===== src/rtl/alarm_pkg.sv =====
// rtl/alarm_pkg.sv - shared types and default timing constants for the alarm ringer
package alarm_pkg;

    typedef enum logic [1:0] {
        IDLE    = 2'd0,
        RINGING = 2'd1,
        SNOOZE  = 2'd2
    } ring_state_t;

    localparam int SNOOZE_CNT_W = 2;

    // Board-level defaults; the board top passes these unless overridden
    localparam int DEF_RING_TIMEOUT_S = 60;
    localparam int DEF_SNOOZE_S       = 300;
    localparam int DEF_MAX_SNOOZES    = 3;

    // Seconds counter width covering the longer of the two periods
    function automatic int sec_cnt_width(input int a, input int b);
        int m;
        m = (a > b) ? a : b;
        return (m > 1) ? $clog2(m) : 1;
    endfunction

endpackage


===== src/rtl/ring_timer.sv =====
// rtl/ring_timer.sv - tick-enabled seconds counter with clear, terminal compare and done pulse
module ring_timer #(
    parameter int W = 9
) (
    input  logic         clk,
    input  logic         reset,
    input  logic         clear_i,
    input  logic         tick_i,
    input  logic [W-1:0] term_i,
    output logic         done_o
);

    logic [W-1:0] cnt_q;
    logic [W-1:0] cnt_d;

    // done fires on the tick that completes the period; clear always wins
    assign done_o = !clear_i && tick_i && (cnt_q == term_i);

    // Count ticks; wrap to zero on the terminal tick so the next period starts clean
    always_comb begin
        cnt_d = cnt_q;
        if (clear_i) begin
            cnt_d = '0;
        end else if (tick_i) begin
            if (cnt_q == term_i) begin
                cnt_d = '0;
            end else begin
                cnt_d = cnt_q + W'(1);
            end
        end
    end

    // Counter register
    always_ff @(posedge clk or negedge reset) begin
        if (!reset) begin
            cnt_q <= '0;
        end else begin
            cnt_q <= cnt_d;
        end
    end

endmodule


===== src/rtl/alarm_ringer.sv =====
// rtl/alarm_ringer.sv - alarm episode FSM (ring/snooze/dismiss/timeout); ALRM_MISSED_EN enables the missed flag
module alarm_ringer
    import alarm_pkg::*;
#(
    parameter int RING_TIMEOUT_S = DEF_RING_TIMEOUT_S,
    parameter int SNOOZE_S       = DEF_SNOOZE_S,
    parameter int MAX_SNOOZES    = DEF_MAX_SNOOZES
) (
    input  logic                    clk,
    input  logic                    reset,
    input  logic                    tick_1hz,
    input  logic                    alrm_match,
    input  logic                    arm,
    input  logic                    snooze,
    input  logic                    dismiss,
    output logic                    ring,
    output logic                    ring_led,
    output logic                    snoozing,
    output logic [SNOOZE_CNT_W-1:0] snooze_cnt,
    output logic                    missed
);

    localparam int SEC_W = sec_cnt_width(RING_TIMEOUT_S, SNOOZE_S);
    localparam logic [SNOOZE_CNT_W-1:0] MAX_SN    = SNOOZE_CNT_W'(MAX_SNOOZES);
    localparam logic [SNOOZE_CNT_W-1:0] SN_ONE    = SNOOZE_CNT_W'(1);
    localparam logic [SEC_W-1:0]        RING_TERM = SEC_W'(RING_TIMEOUT_S - 1);
    localparam logic [SEC_W-1:0]        SNZ_TERM  = SEC_W'(SNOOZE_S - 1);

    // The snooze count must fit the output port
    if (MAX_SNOOZES > (1 << SNOOZE_CNT_W) - 1) begin : g_max_snoozes_chk
        $error("alarm_ringer: MAX_SNOOZES does not fit snooze_cnt");
    end

    ring_state_t             state_q;
    ring_state_t             state_d;
    logic                    match_q;
    logic [SNOOZE_CNT_W-1:0] snz_cnt_q;
    logic [SNOOZE_CNT_W-1:0] snz_cnt_d;
    logic                    blink_q;
    logic                    blink_d;
    logic                    ring_q;
    logic                    snoozing_q;

    logic                    trigger;
    logic                    snooze_take;
    logic                    t_clear;
    logic                    t_tick;
    logic                    t_done;
    logic [SEC_W-1:0]        t_term;

`ifdef ALRM_MISSED_EN
    logic                    missed_q;
    logic                    missed_d;
`endif

    assign trigger     = alrm_match && !match_q;
    assign snooze_take = (state_q == RINGING) && snooze && (snz_cnt_q < MAX_SN);

    // The timer idles cleared, restarts on snooze entry, and only sees ticks
    // that no higher-priority event in the same cycle has consumed
    assign t_clear = (state_q == IDLE) || snooze_take;
    assign t_tick  = tick_1hz && arm && !dismiss && (state_q != IDLE) && !snooze_take;
    assign t_term  = (state_q == RINGING) ? RING_TERM : SNZ_TERM;

    ring_timer #(
        .W (SEC_W)
    ) u_timer (
        .clk     (clk),
        .reset   (reset),
        .clear_i (t_clear),
        .tick_i  (t_tick),
        .term_i  (t_term),
        .done_o  (t_done)
    );

    // Next-state logic in priority order: !arm, dismiss, snooze, tick, trigger
    always_comb begin
        state_d   = state_q;
        snz_cnt_d = snz_cnt_q;
        blink_d   = blink_q;
`ifdef ALRM_MISSED_EN
        missed_d  = missed_q;
`endif
        case (state_q)
            IDLE: begin
                if (arm) begin
                    if (dismiss) begin
`ifdef ALRM_MISSED_EN
                        missed_d = 1'b0;
`endif
                    end else if (trigger) begin
                        state_d   = RINGING;
                        snz_cnt_d = '0;
                        blink_d   = 1'b1;
`ifdef ALRM_MISSED_EN
                        missed_d  = 1'b0;
`endif
                    end
                end
            end
            RINGING: begin
                if (!arm || dismiss) begin
                    state_d = IDLE;
                end else if (snooze_take) begin
                    state_d   = SNOOZE;
                    snz_cnt_d = snz_cnt_q + SN_ONE;
                end else if (t_tick) begin
                    blink_d = !blink_q;
                    if (t_done) begin
                        state_d = IDLE;
`ifdef ALRM_MISSED_EN
                        missed_d = 1'b1;
`endif
                    end
                end
            end
            SNOOZE: begin
                if (!arm || dismiss) begin
                    state_d = IDLE;
                end else if (t_done) begin
                    state_d = RINGING;
                    blink_d = 1'b1;
                end
            end
            default: begin
                state_d = IDLE;
            end
        endcase
    end

    // State, edge detector and registered state-decode outputs
    always_ff @(posedge clk or negedge reset) begin
        if (!reset) begin
            state_q    <= IDLE;
            match_q    <= 1'b0;
            snz_cnt_q  <= '0;
            blink_q    <= 1'b1;
            ring_q     <= 1'b0;
            snoozing_q <= 1'b0;
        end else begin
            state_q    <= state_d;
            match_q    <= alrm_match;
            snz_cnt_q  <= snz_cnt_d;
            blink_q    <= blink_d;
            ring_q     <= (state_d == RINGING);
            snoozing_q <= (state_d == SNOOZE);
        end
    end

`ifdef ALRM_MISSED_EN
    // Sticky flag: last episode ended by timeout
    always_ff @(posedge clk or negedge reset) begin
        if (!reset) begin
            missed_q <= 1'b0;
        end else begin
            missed_q <= missed_d;
        end
    end

    assign missed = missed_q;
`else
    assign missed = 1'b0;
`endif

    assign ring       = ring_q;
    assign ring_led   = ring_q & blink_q;
    assign snoozing   = snoozing_q;
    assign snooze_cnt = snz_cnt_q;

endmodule


===== config.mk =====
export PLATFORM = sky130hd
export DESIGN_NAME = alarm_ringer
export DESIGN_NICKNAME = d
export VERILOG_FILES = /design/src/rtl/alarm_pkg.sv /design/src/rtl/ring_timer.sv /design/src/rtl/alarm_ringer.sv
export SDC_FILE = /design/constraint.sdc
export NUM_CORES = 1
export LEC_CHECK = 0
export ABC_AREA = 1
export CORE_MARGIN = 1.5
export CORE_UTILIZATION = 53
export CTS_CLUSTER_DIAMETER = 150
export CTS_CLUSTER_SIZE = 40
export DETAILED_ROUTE_END_ITERATION = 10
export GPL_ROUTABILITY_DRIVEN = 1
export PLACE_DENSITY = 0.84
export SYNTH_ARGS = -nofsm -noshare
export SYNTH_HDL_FRONTEND = slang
export SYNTH_SLANG_ARGS = --single-unit

===== constraint.sdc =====
create_clock -name clk -period 1.85 [get_ports clk]
set_input_delay 0.37 -clock clk [delete_from_list [all_inputs] [get_ports clk]]
set_output_delay 0.37 -clock clk [all_outputs]
set_load 0.01 [all_outputs]

* Word-level counts from Yosys, hierarchy flattened
Index checks and enable logic that the tools add are counted.
** Storage, ports and cells
- Register bits :: 17
- Output and inout bits :: 6
- Word-level logic and storage cells :: 78
** Cells by class
- $add $sub $neg :: 2
- Order comparisons :: 1
- Equal/unequal tests :: 14
- Muxes and demuxes :: 29
- Bitwise operators :: 1
- Reductions and logical operators :: 24
** Operators by type and width (number)
- $mux W9 :: 4
- $mux W2 :: 14
- $ne A2 B2 Y1 const B :: 8
- $add A9 B1 Y9 const B :: 1
- $eq A9 B9 Y1 :: 1
- $logic_and A1 B1 Y1 :: 9
- $reduce_and A9 Y1 :: 1
- $mux W1 :: 8
- $logic_not A1 Y1 :: 6
- $pmux W2 S3 :: 1
- $reduce_and A6 Y1 :: 1
- $reduce_bool A2 Y1 :: 3
- $eq A2 B1 Y1 const B :: 2
- $eq A2 B2 Y1 const B :: 2
- $pmux W2 S2 :: 1
- $pmux W1 S3 :: 1
- $reduce_bool A3 Y1 :: 1
- $add A2 B1 Y2 const B :: 1
- $logic_not A2 Y1 :: 1
- $logic_or A1 B1 Y1 :: 2
- $lt A2 B2 Y1 const B :: 1
- $ne A2 B1 Y1 const B :: 1
- $and A1 B1 Y1 :: 1

* Depth between registers and ports, before layout
Gate-level depths: netlist of run 1.
- Word-level depth :: 13
- Depth in mapped cells :: 10
- Depth with buffers taken out :: 10

* Modules after synthesis
A second synthesis of run 1 with hierarchy kept.
** Second synthesis, totals
- Cells, all modules :: 156
- Area total of the unflattened synthesis :: 1167.4 sq um
** By module, submodules not included
- ring_timer :: instances 1, cells each 94, area each 689.4 sq um
- alarm_ringer :: instances 1, cells each 62, area each 478.0 sq um

* Least setup slack after synthesis of run 1
OpenSTA, ideal clock, no wires.
- Kind :: register to register
- Start :: register snz_cnt_q[0], in the netlist snooze_cnt[0]
- End :: register u_timer.cnt_q[0]
- Arrival :: 1.320 ns
- Required time :: 1.728 ns
- Setup slack :: 0.408 ns
- Stages on the path, launching flop included :: 10
- Path buffers :: 1
- Clock period less this slack :: 1.442 ns
- Cell sequence :: dfrtp_1 ha_1 inv_1 nand2_1 nor2_2 nor2_4 o21a_1 buf_4 nor2_1 a21oi_2
** Between the ends
- Word-level cells in the longest chain between the ends :: 5
- Elaborated cells between the ends (all ways) :: 7
- Classes of those cells :: order compare: 1; mux: 1; reduce/logical: 5
** RTL lines
- start: declaration :: line alarm_ringer.sv:37 : logic [SNOOZE_CNT_W-1:0] snz_cnt_q;
- start signal: assignment :: line alarm_ringer.sv:143 : snz_cnt_q <= snz_cnt_d;
- $lt A2 B2 Y1 (*) :: line alarm_ringer.sv:57 : assign snooze_take = (state_q == RINGING) && snooze && (snz_cnt_q < MAX_SN);
- $logic_and A1 B1 Y1 (*) :: line alarm_ringer.sv:57
- $logic_not A1 Y1 :: line alarm_ringer.sv:62 : assign t_tick = tick_1hz && arm && !dismiss && (state_q != IDLE) && !snooze_take;
- $logic_and A1 B1 Y1 :: line alarm_ringer.sv:62
- $reduce_bool A2 Y1 (no line)
- end signal: assignment :: line ring_timer.sv:38 : cnt_q <= cnt_d;
- end: declaration :: line ring_timer.sv:13 : logic [W-1:0] cnt_q;
Mark *: on every way between the ends. The rest lies on a longest branch, timed or not.
A chain may end at the register's enable or synchronous reset.

* Final worst setup path of run 1
- Start :: register snz_cnt_q[0], in the netlist snooze_cnt[0]
- End :: output snooze_cnt[0]
** RTL lines
- end: declaration :: line alarm_ringer.sv:19 : output logic [SNOOZE_CNT_W-1:0] snooze_cnt,
No word-level cell between the ends.

==> impl_results.rst, run 1 <==
.. list-table::
   :header-rows: 1

   * - Metric
     - Value
   * - Insertion delay of the later-clocked pin in the worst-skew pair
     - 0.29 ns
   * - Minimum clock period after layout
     - around 1.6 ns
   * - Core area
     - 1760 um2
   * - Global-route congestion overflow total
     - 0
   * - Area of the multi-input gates
     - approximately 510 um2
   * - Global-route wire length before repair
     - between 3000 and 4000 um
   * - Library cell with the highest instance count after synthesis
     - sky130_fd_sc_hd__nand2_1
   * - Top Layer Used
     - met4
   * - Kind of start point of the critical path
     - register
   * - Metal-1 WL
     - 890 um
   * - Number of CTS-inserted buffers
     - 3
   * - Starting DRC count in detailed routing
     - 20
   * - Chip Height
     - ~47 um
   * - CTS H-tree depth
     - 1
   * - Buffer cell driving the clock tree root
     - sky130_fd_sc_hd__clkbuf_4
   * - Deepest clock path buffer count
     - 2
   * - Average cell area after synthesis
     - about 6.9 um2
   * - Critical path type
     - register to primary output
   * - Largest cells by area after synthesis
     - sky130_fd_sc_hd__dfrtp_1, sky130_fd_sc_hd__nand2_1, sky130_fd_sc_hd__inv_1, sky130_fd_sc_hd__nor2_1, sky130_fd_sc_hd__nand3_1
   * - Endpoints failing setup
     - 0
   * - Switching pwr
     - approximately 180 uW
   * - Layout-stage area growth over the synthesis result
     - 18.1%
   * - Number of nets still failing antenna checks after routing
     - 0
   * - Fmax
     - 617 MHz
   * - Cell-internal power
     - about 520 uW
   * - Total number of clock tree sinks
     - 17
   * - Share of the yosys chip area belonging to registers
     - 0.417
   * - Wire length after detailed routing
     - 1930 um
   * - Cell type contributing the most total cell area after synthesis
     - sky130_fd_sc_hd__dfrtp_1
   * - Layout Skew
     - roughly 0.0022 ns
   * - Post-CTS Setup Bufs
     - 0
   * - Share of total power in sequential cells
     - 0.588
   * - Antenna violations before repair
     - 0
   * - Total count of hold-check failures in the final report
     - 0
   * - Routed met3 length
     - 73 um
   * - I/O pin cnt
     - 13
   * - End-of-flow core utilization
     - 0.685
   * - Number of max-slew violations in the final report
     - 0
   * - Post-synth cell types
     - 24
   * - Combined buffer and inverter count along the critical path
     - 1
   * - Detailed-routing iteration count for the pre-antenna-repair pass
     - 5
   * - Floorplan die area
     - 2200 um2
   * - Post-layout net count
     - 175
   * - Post-detailed-route wirelength per cell
     - 10.2 um
   * - Unrepaired setup endpoints after global routing
     - false
   * - Initial cell density of the core
     - 0.580
   * - Leakage power figure
     - 0.000598 uW
   * - Most common library cells after synthesis
     - sky130_fd_sc_hd__nand2_1, sky130_fd_sc_hd__inv_1, sky130_fd_sc_hd__nor2_1
   * - Per-cell via count in the routed design
     - 4.91
   * - Total global-route track usage
     - 0.216
   * - Part of the power in combinational logic
     - 0.135
   * - Switching part of the total power
     - 0.255
   * - CTS tree
     - yes
   * - # DRC
     - 0
   * - Clock network power share
     - 0.277
   * - Count of vias placed by the detailed router
     - 933
   * - Maximum VDD drop
     - 0.000401 V
   * - Kind of path behind the tightest hold check
     - input port to asynchronous set/reset pin
   * - Netlist area before placement
     - around 1000 um2
   * - Post-route clock period utilization
     - 0.876
   * - Cell row count
     - 15
   * - Number of instances in the synthesized netlist
     - 148
   * - Synthesized Nets
     - roughly 160
   * - Slowest cell on the critical path
     - sky130_fd_sc_hd__clkdlybuf4s50_1
   * - Synth Warn #
     - 0
   * - Number of fillers in the final layout
     - ~170
   * - Via count of the first global-routing pass
     - between 800 and 900
   * - Register bit total from synthesis
     - 17
   * - Crit path max fanout
     - 4
   * - Post-synth top area share
     - 0.391
   * - DR WL met2
     - 940 um
   * - Max-Cap Viols
     - 0
   * - Clock-pin slew reported for the worst setup and hold paths after clock tree synthesis
     - 0.09 ns
   * - Die outline width
     - roughly 47 um
   * - Fraction of synthesis flops using an asynchronous set or reset pin
     - 1.00
   * - Series of cell instances along the critical path
     - clkdlybuf4s50_1
   * - Run status
     - finished, final reports clean
   * - Post-synth top flop
     - sky130_fd_sc_hd__dfrtp_1
   * - Antenna fix cells
     - 0
   * - Pin count of the biggest net entering global routing
     - 12
   * - Delay of the slowest cell on the worst path
     - 0.55 ns
   * - Weighted congestion at the end of routability-driven global placement
     - 0.859
   * - Number of enable flip-flop cells after synthesis
     - 0
   * - Critical path's top delay family
     - buffers and inverters
   * - Category of the worst setup path capture point
     - primary output
   * - Storage cell area
     - 427 um2
   * - Total power after layout
     - 704 uW
   * - Buffers on Ports
     - 11
   * - Signal arrival time at the worst endpoint
     - 1.25 ns
   * - DP Wirelength
     - between 1500 and 2000 um
   * - Final sum of negative setup slack
     - 0 ns
   * - Pwr per Cell Area
     - 582 nW/um2
   * - Endpoint required time on the critical path
     - ~1.5 ns
   * - Fraction of final layout cells with drive strength greater than 1
     - 0.115
## metal layers
metal,global-route usage,vias up
met1,0.257,416
met3,0.0846,4
met4,0.0944,0
met2,0.345,19
li1,-,494
met5,0,-
## power by group through the flow
stage          logic [uW]  registers (uW)  clock network [uW]
2_1_floorplan        52.8             419                   0
3_3_place_gp         95.1             420                   0
3_5_place_dp         96.4             421                   0
4_1_cts              96.6             414                 203
5_1_grt               109             417                 218
6_report             95.0             414                 195
## layout by cell type, fill, tap and decap left out, drive strengths merged
cell / instances
dlymetal6s2s: 1
nor3: 2
o21ai: 13
o21a: 1
nor2: 22
nand2: 50
nand4: 1
dfrtp: 16
dfstp: 1
nand3b: 1
ha: 2
clkdlybuf4s50: 10
a21oi: 3
buf: 4
nand3: 12
or2: 1
inv: 20
clkbuf: 4
conb: 1
## final timing paths
path,startpoint,to,slack (ns),cells after the start
worst min register to register,blink_q,blink_q,0.47,2
max in group asynchronous,reset,u_timer.cnt_q[7],0.98,2
worst min-delay path,reset,u_timer.cnt_q[6],0.40,1
min in group clk,blink_q,blink_q,0.47,2
worst max-delay path,snooze_cnt[0],snooze_cnt[0],0.23,1
worst max register to register,snooze_cnt[0],blink_q,0.33,11
## per-stage QoR
stage          setup slack, ns  hold WS (ns)  instance area [um2]  std cells
6_report                 0.229         0.396                 1210        190
2_1_floorplan            0.408        0.0744                 1020        148
3_5_place_dp           0.00303         0.462                 1180        186
3_3_place_gp            0.0347         0.461                 1180        186
5_1_grt                  0.157         0.444                 1210        190
4_1_cts                0.00169         0.414                 1210        190
## kinds of logic (layout without fill, tap and decap cells)
family          count (synthesis)  count (layout)  share of synthesized area
simple gates                   89              89                      0.374
buf+inv                        22              39                     0.0880
compound gates                 17              17                     0.0929
flops                          17              17                      0.417
fa+ha+maj                       2               2                     0.0244
other cells                     1               1                    0.00366
## registers in the layout (all words and copies together) (netlist names)
signal / cells
blink_q: 1
match_q: 1
ring: 1
snooze_cnt: 2
snoozing: 1
state_q: 2
u_timer.cnt_q: 9
## final cells by class
type | instances | area share
clock buffer | 4 | 0.0217
timing repair buffer | 15 | 0.118
multi-input combinational | 109 | 0.419
tap | 25 | 0.0259
sequential | 17 | 0.353
inverter | 20 | 0.0621
## repair_timing
item                       CTS  global route
gates resized for setup      0             1
setup endpoints to repair    0             1
hold buffers                 0             0
Power figures use the tool's default switching activity.
==> inputs of run 2 (changes only) <==
--- a/config.mk
+++ b/config.mk
@@ -12,7 +12,7 @@
 export CTS_CLUSTER_SIZE = 40
 export DETAILED_ROUTE_END_ITERATION = 10
 export GPL_ROUTABILITY_DRIVEN = 1
-export PLACE_DENSITY = 0.84
+export PLACE_DENSITY_LB_ADDON = 0.12
 export SYNTH_ARGS = -nofsm -noshare
 export SYNTH_HDL_FRONTEND = slang
 export SYNTH_SLANG_ARGS = --single-unit
==> run 2 against run 1 <==
Clock skew is 0.0014 ns higher. Setup slack improved by 0.0043 ns. Maximum frequency increased by 0.27%. Hold slack got worse by 0.0047 ns. Wire length up 12%. Highest routed layer unchanged.
==> impl_results.rst, run 2 (synthesis gave the netlist of run 1 again) <==
.. list-table::
   :header-rows: 1

   * - Metric
     - Value
   * - Floorplan die area
     - 2200 um2 (unchanged)
   * - Initial cell density of the core
     - 0.580 (unchanged)
   * - Endpoint required time on the critical path
     - 1.48 ns (about the same)
   * - Post-layout instance area
     - 1220 um2 (+0.93%)
   * - Pin count of the biggest net entering global routing
     - 18 (+6)
   * - Layout-stage area growth over the synthesis result
     - 19.2%
   * - Part of the power in combinational logic
     - 0.139 (+0.004)
   * - Worst hold margin
     - 0.391 ns (-0.00468 ns)
   * - Most frequent cells in the layout
     - sky130_fd_sc_hd__nand2_1, sky130_fd_sc_hd__inv_1, sky130_fd_sc_hd__nor2_1
   * - Insertion delay of the later-clocked pin in the worst-skew pair
     - 0.29 ns (about the same)
   * - Clock-pin slew reported for the worst setup and hold paths after clock tree synthesis
     - 0.10 ns (about the same)
   * - Switching part of the total power
     - 0.264 (+0.00886)
   * - Die outline width
     - 46.9 um (unchanged)
   * - Cell-internal power
     - 526 uW (+0.40%)
   * - Crit path max fanout
     - 4 (unchanged)
   * - End-of-flow core utilization
     - 0.691 (+0.00638)
   * - Per-cell via count in the routed design
     - 4.90 (-0.30%)
   * - I/O pin cnt
     - 13 (unchanged)
   * - Post-CTS Setup Bufs
     - 0 (unchanged)
   * - # DRC
     - 0 (unchanged)
   * - Fraction of final layout cells with drive strength greater than 1
     - 0.126 (+0.0106)
   * - Post-placement worst setup slack
     - 0.00195 ns (-0.00108 ns)
   * - Global-route congestion overflow total
     - 0 (unchanged)
   * - Unrepaired setup endpoints after global routing
     - false
   * - Starting DRC count in detailed routing
     - 35 (+75%)
   * - Share of total power in sequential cells
     - 0.578 (-0.010)
   * - Via count of the first global-routing pass
     - 874 (+8.7%)
   * - Hold buffer count at cts
     - 0 (unchanged)
   * - Critical path type
     - register to primary output
   * - CTS tree
     - yes
   * - Signal arrival time at the worst endpoint
     - 1.25 ns (about the same)
   * - Detailed-routing iteration count for the pre-antenna-repair pass
     - 4 (-1)
   * - Switching pwr
     - 189 uW (+5.1%)
   * - Layout Skew
     - 0.00354 ns (+0.00137 ns)
   * - Total global-route track usage
     - 0.232 (+0.0160)
   * - Post-detailed-route wirelength per cell
     - 11.3 um (+11%)
   * - Post-layout net count
     - 177 (+1.1%)
   * - Cell row count
     - 15 (unchanged)
   * - Leakage power figure
     - 0.000594 uW (-0.75%)
   * - Series of cell instances along the critical path
     - clkdlybuf4s50_1
   * - Global-route wire length before repair
     - 3590 um (+9.7%)
   * - Category of the worst setup path capture point
     - primary output
   * - Delay of the slowest cell on the worst path
     - 0.55 ns (about the same)
   * - Antenna violations before repair
     - 0 (unchanged)
   * - Weighted congestion at the end of routability-driven global placement
     - 0.878 (+2.2%)
   * - Register ranked first by flip-flop count
     - u_timer.cnt_q
   * - Count of vias placed by the detailed router
     - 940 (+0.75%)
   * - Core area
     - 1760 um2 (unchanged)
   * - Max reg flops
     - 9 (unchanged)
   * - Antenna fix cells
     - 0 (unchanged)
   * - Kind of path behind the tightest hold check
     - input port to asynchronous set/reset pin
   * - DP Wirelength
     - 1640 um (+6.2%)
   * - Number of CTS-inserted buffers
     - 3 (unchanged)
   * - Post-route clock period utilization
     - 0.874 (-0.00232)
   * - Buffer cell driving the clock tree root
     - sky130_fd_sc_hd__clkbuf_4
   * - Commonest non-fill, non-tap cell in the layout
     - sky130_fd_sc_hd__nand2_1
   * - Fmax
     - 618 MHz (+0.27%)
   * - Kind of start point of the critical path
     - register
   * - Buffers on Ports
     - 11 (unchanged)
   * - Post-DP Area
     - 1190 um2 (+1.3%)
   * - Number of nets still failing antenna checks after routing
     - 0 (unchanged)
   * - Final sum of negative setup slack
     - 0 ns (unchanged)
   * - Endpoints failing setup
     - 0 (unchanged)
   * - Slowest cell on the critical path
     - sky130_fd_sc_hd__clkdlybuf4s50_1
   * - Total number of clock tree sinks
     - 17 (unchanged)
   * - Pwr per Cell Area
     - 586 nW/um2 (+0.68%)
   * - CTS H-tree depth
     - 1 (unchanged)
   * - Maximum VDD drop
     - 0.000398 V (-0.75%)
   * - Deepest clock path buffer count
     - 2 (unchanged)
   * - Total count of hold-check failures in the final report
     - 0 (unchanged)
   * - Combined buffer and inverter count along the critical path
     - 1 (unchanged)
   * - Max-Cap Viols
     - 0 (unchanged)
   * - Post-cts resize count
     - 1 (+1)
   * - Chip Height
     - 46.9 um (unchanged)
   * - Run status
     - finished, final reports clean
   * - Clock network power share
     - 0.284 (+0.007)
   * - Crit path setup slack, layout
     - 0.233 ns (+0.00429 ns)
   * - Number of max-slew violations in the final report
     - 0 (unchanged)
   * - Wire length after detailed routing
     - 2170 um (+12%)
   * - Critical path's top delay family
     - buffers and inverters
   * - Minimum clock period after layout
     - 1.62 ns (-0.00429 ns)
[run 2: cell count changes in the layout (fill, tap and decap cells not counted), sizes merged]
cell	delta
buf	+2
dlymetal6s2s	-1
dlygate4sd2	+1
[run 2: power by group through the flow]
stage	sequential [uW]	clock, uW	combinational (uW)
floorplan	419	0	52.8
global placement	420	0	98.1
detailed placement	421	0	100
CTS	413	210	101
global route	416	224	115
finish	413	203	99.2
[run 2: final timing paths]
check / depth (start not counted) / slack [ns] / start / end
setup reg to reg: 9 / 0.32 / snooze_cnt[0] / snoozing
min in group clk: 2 / 0.48 / blink_q / blink_q
hold / removal: 2 / 0.39 / reset / snooze_cnt[1]
max in group asynchronous: 2 / 1.21 / reset / blink_q
hold reg to reg: 2 / 0.48 / blink_q / blink_q
setup / recovery: 1 / 0.23 / snooze_cnt[0] / snooze_cnt[0]
[run 2: worst register-to-register path: stages, from the launching register on]
cell and delay, ns:
sky130_fd_sc_hd__dfrtp_1 0.42, sky130_fd_sc_hd__ha_1 0.22, sky130_fd_sc_hd__inv_1 0.05, sky130_fd_sc_hd__nand2_1 0.05, sky130_fd_sc_hd__nor2_2 0.16, sky130_fd_sc_hd__nor2_4 0.06
sky130_fd_sc_hd__buf_4 0.14, sky130_fd_sc_hd__nand2_1 0.08, sky130_fd_sc_hd__nand2_1 0.10, sky130_fd_sc_hd__a21oi_1 0.17
[run 2: metrics by stage]
stage | power (uW) | cells
finish | 715 | 192
global route | 755 | 192
CTS | 724 | 192
detailed placement | 521 | 188
global placement | 518 | 188
floorplan | 472 | 148
[run 2: routing by layer]
layer | global-route usage | vias up | routed length, um
li1 | - | 497 | -
met1 | 0.311 | 418 | 1050
met2 | 0.373 | 21 | 1010
met3 | 0.0577 | 4 | 82
met4 | 0.0667 | 0 | 25
met5 | 0 | - | 0
[run 2: area by class of cell]
class                           instances  area, um2
Fill cell                             162        544
Multi-Input combinational cell        109        507
Sequential cell                        17        427
Timing Repair Buffer                   17        154
Inverter                               20       75.1
Tap cell                               25       31.3
Clock buffer                            4       26.3
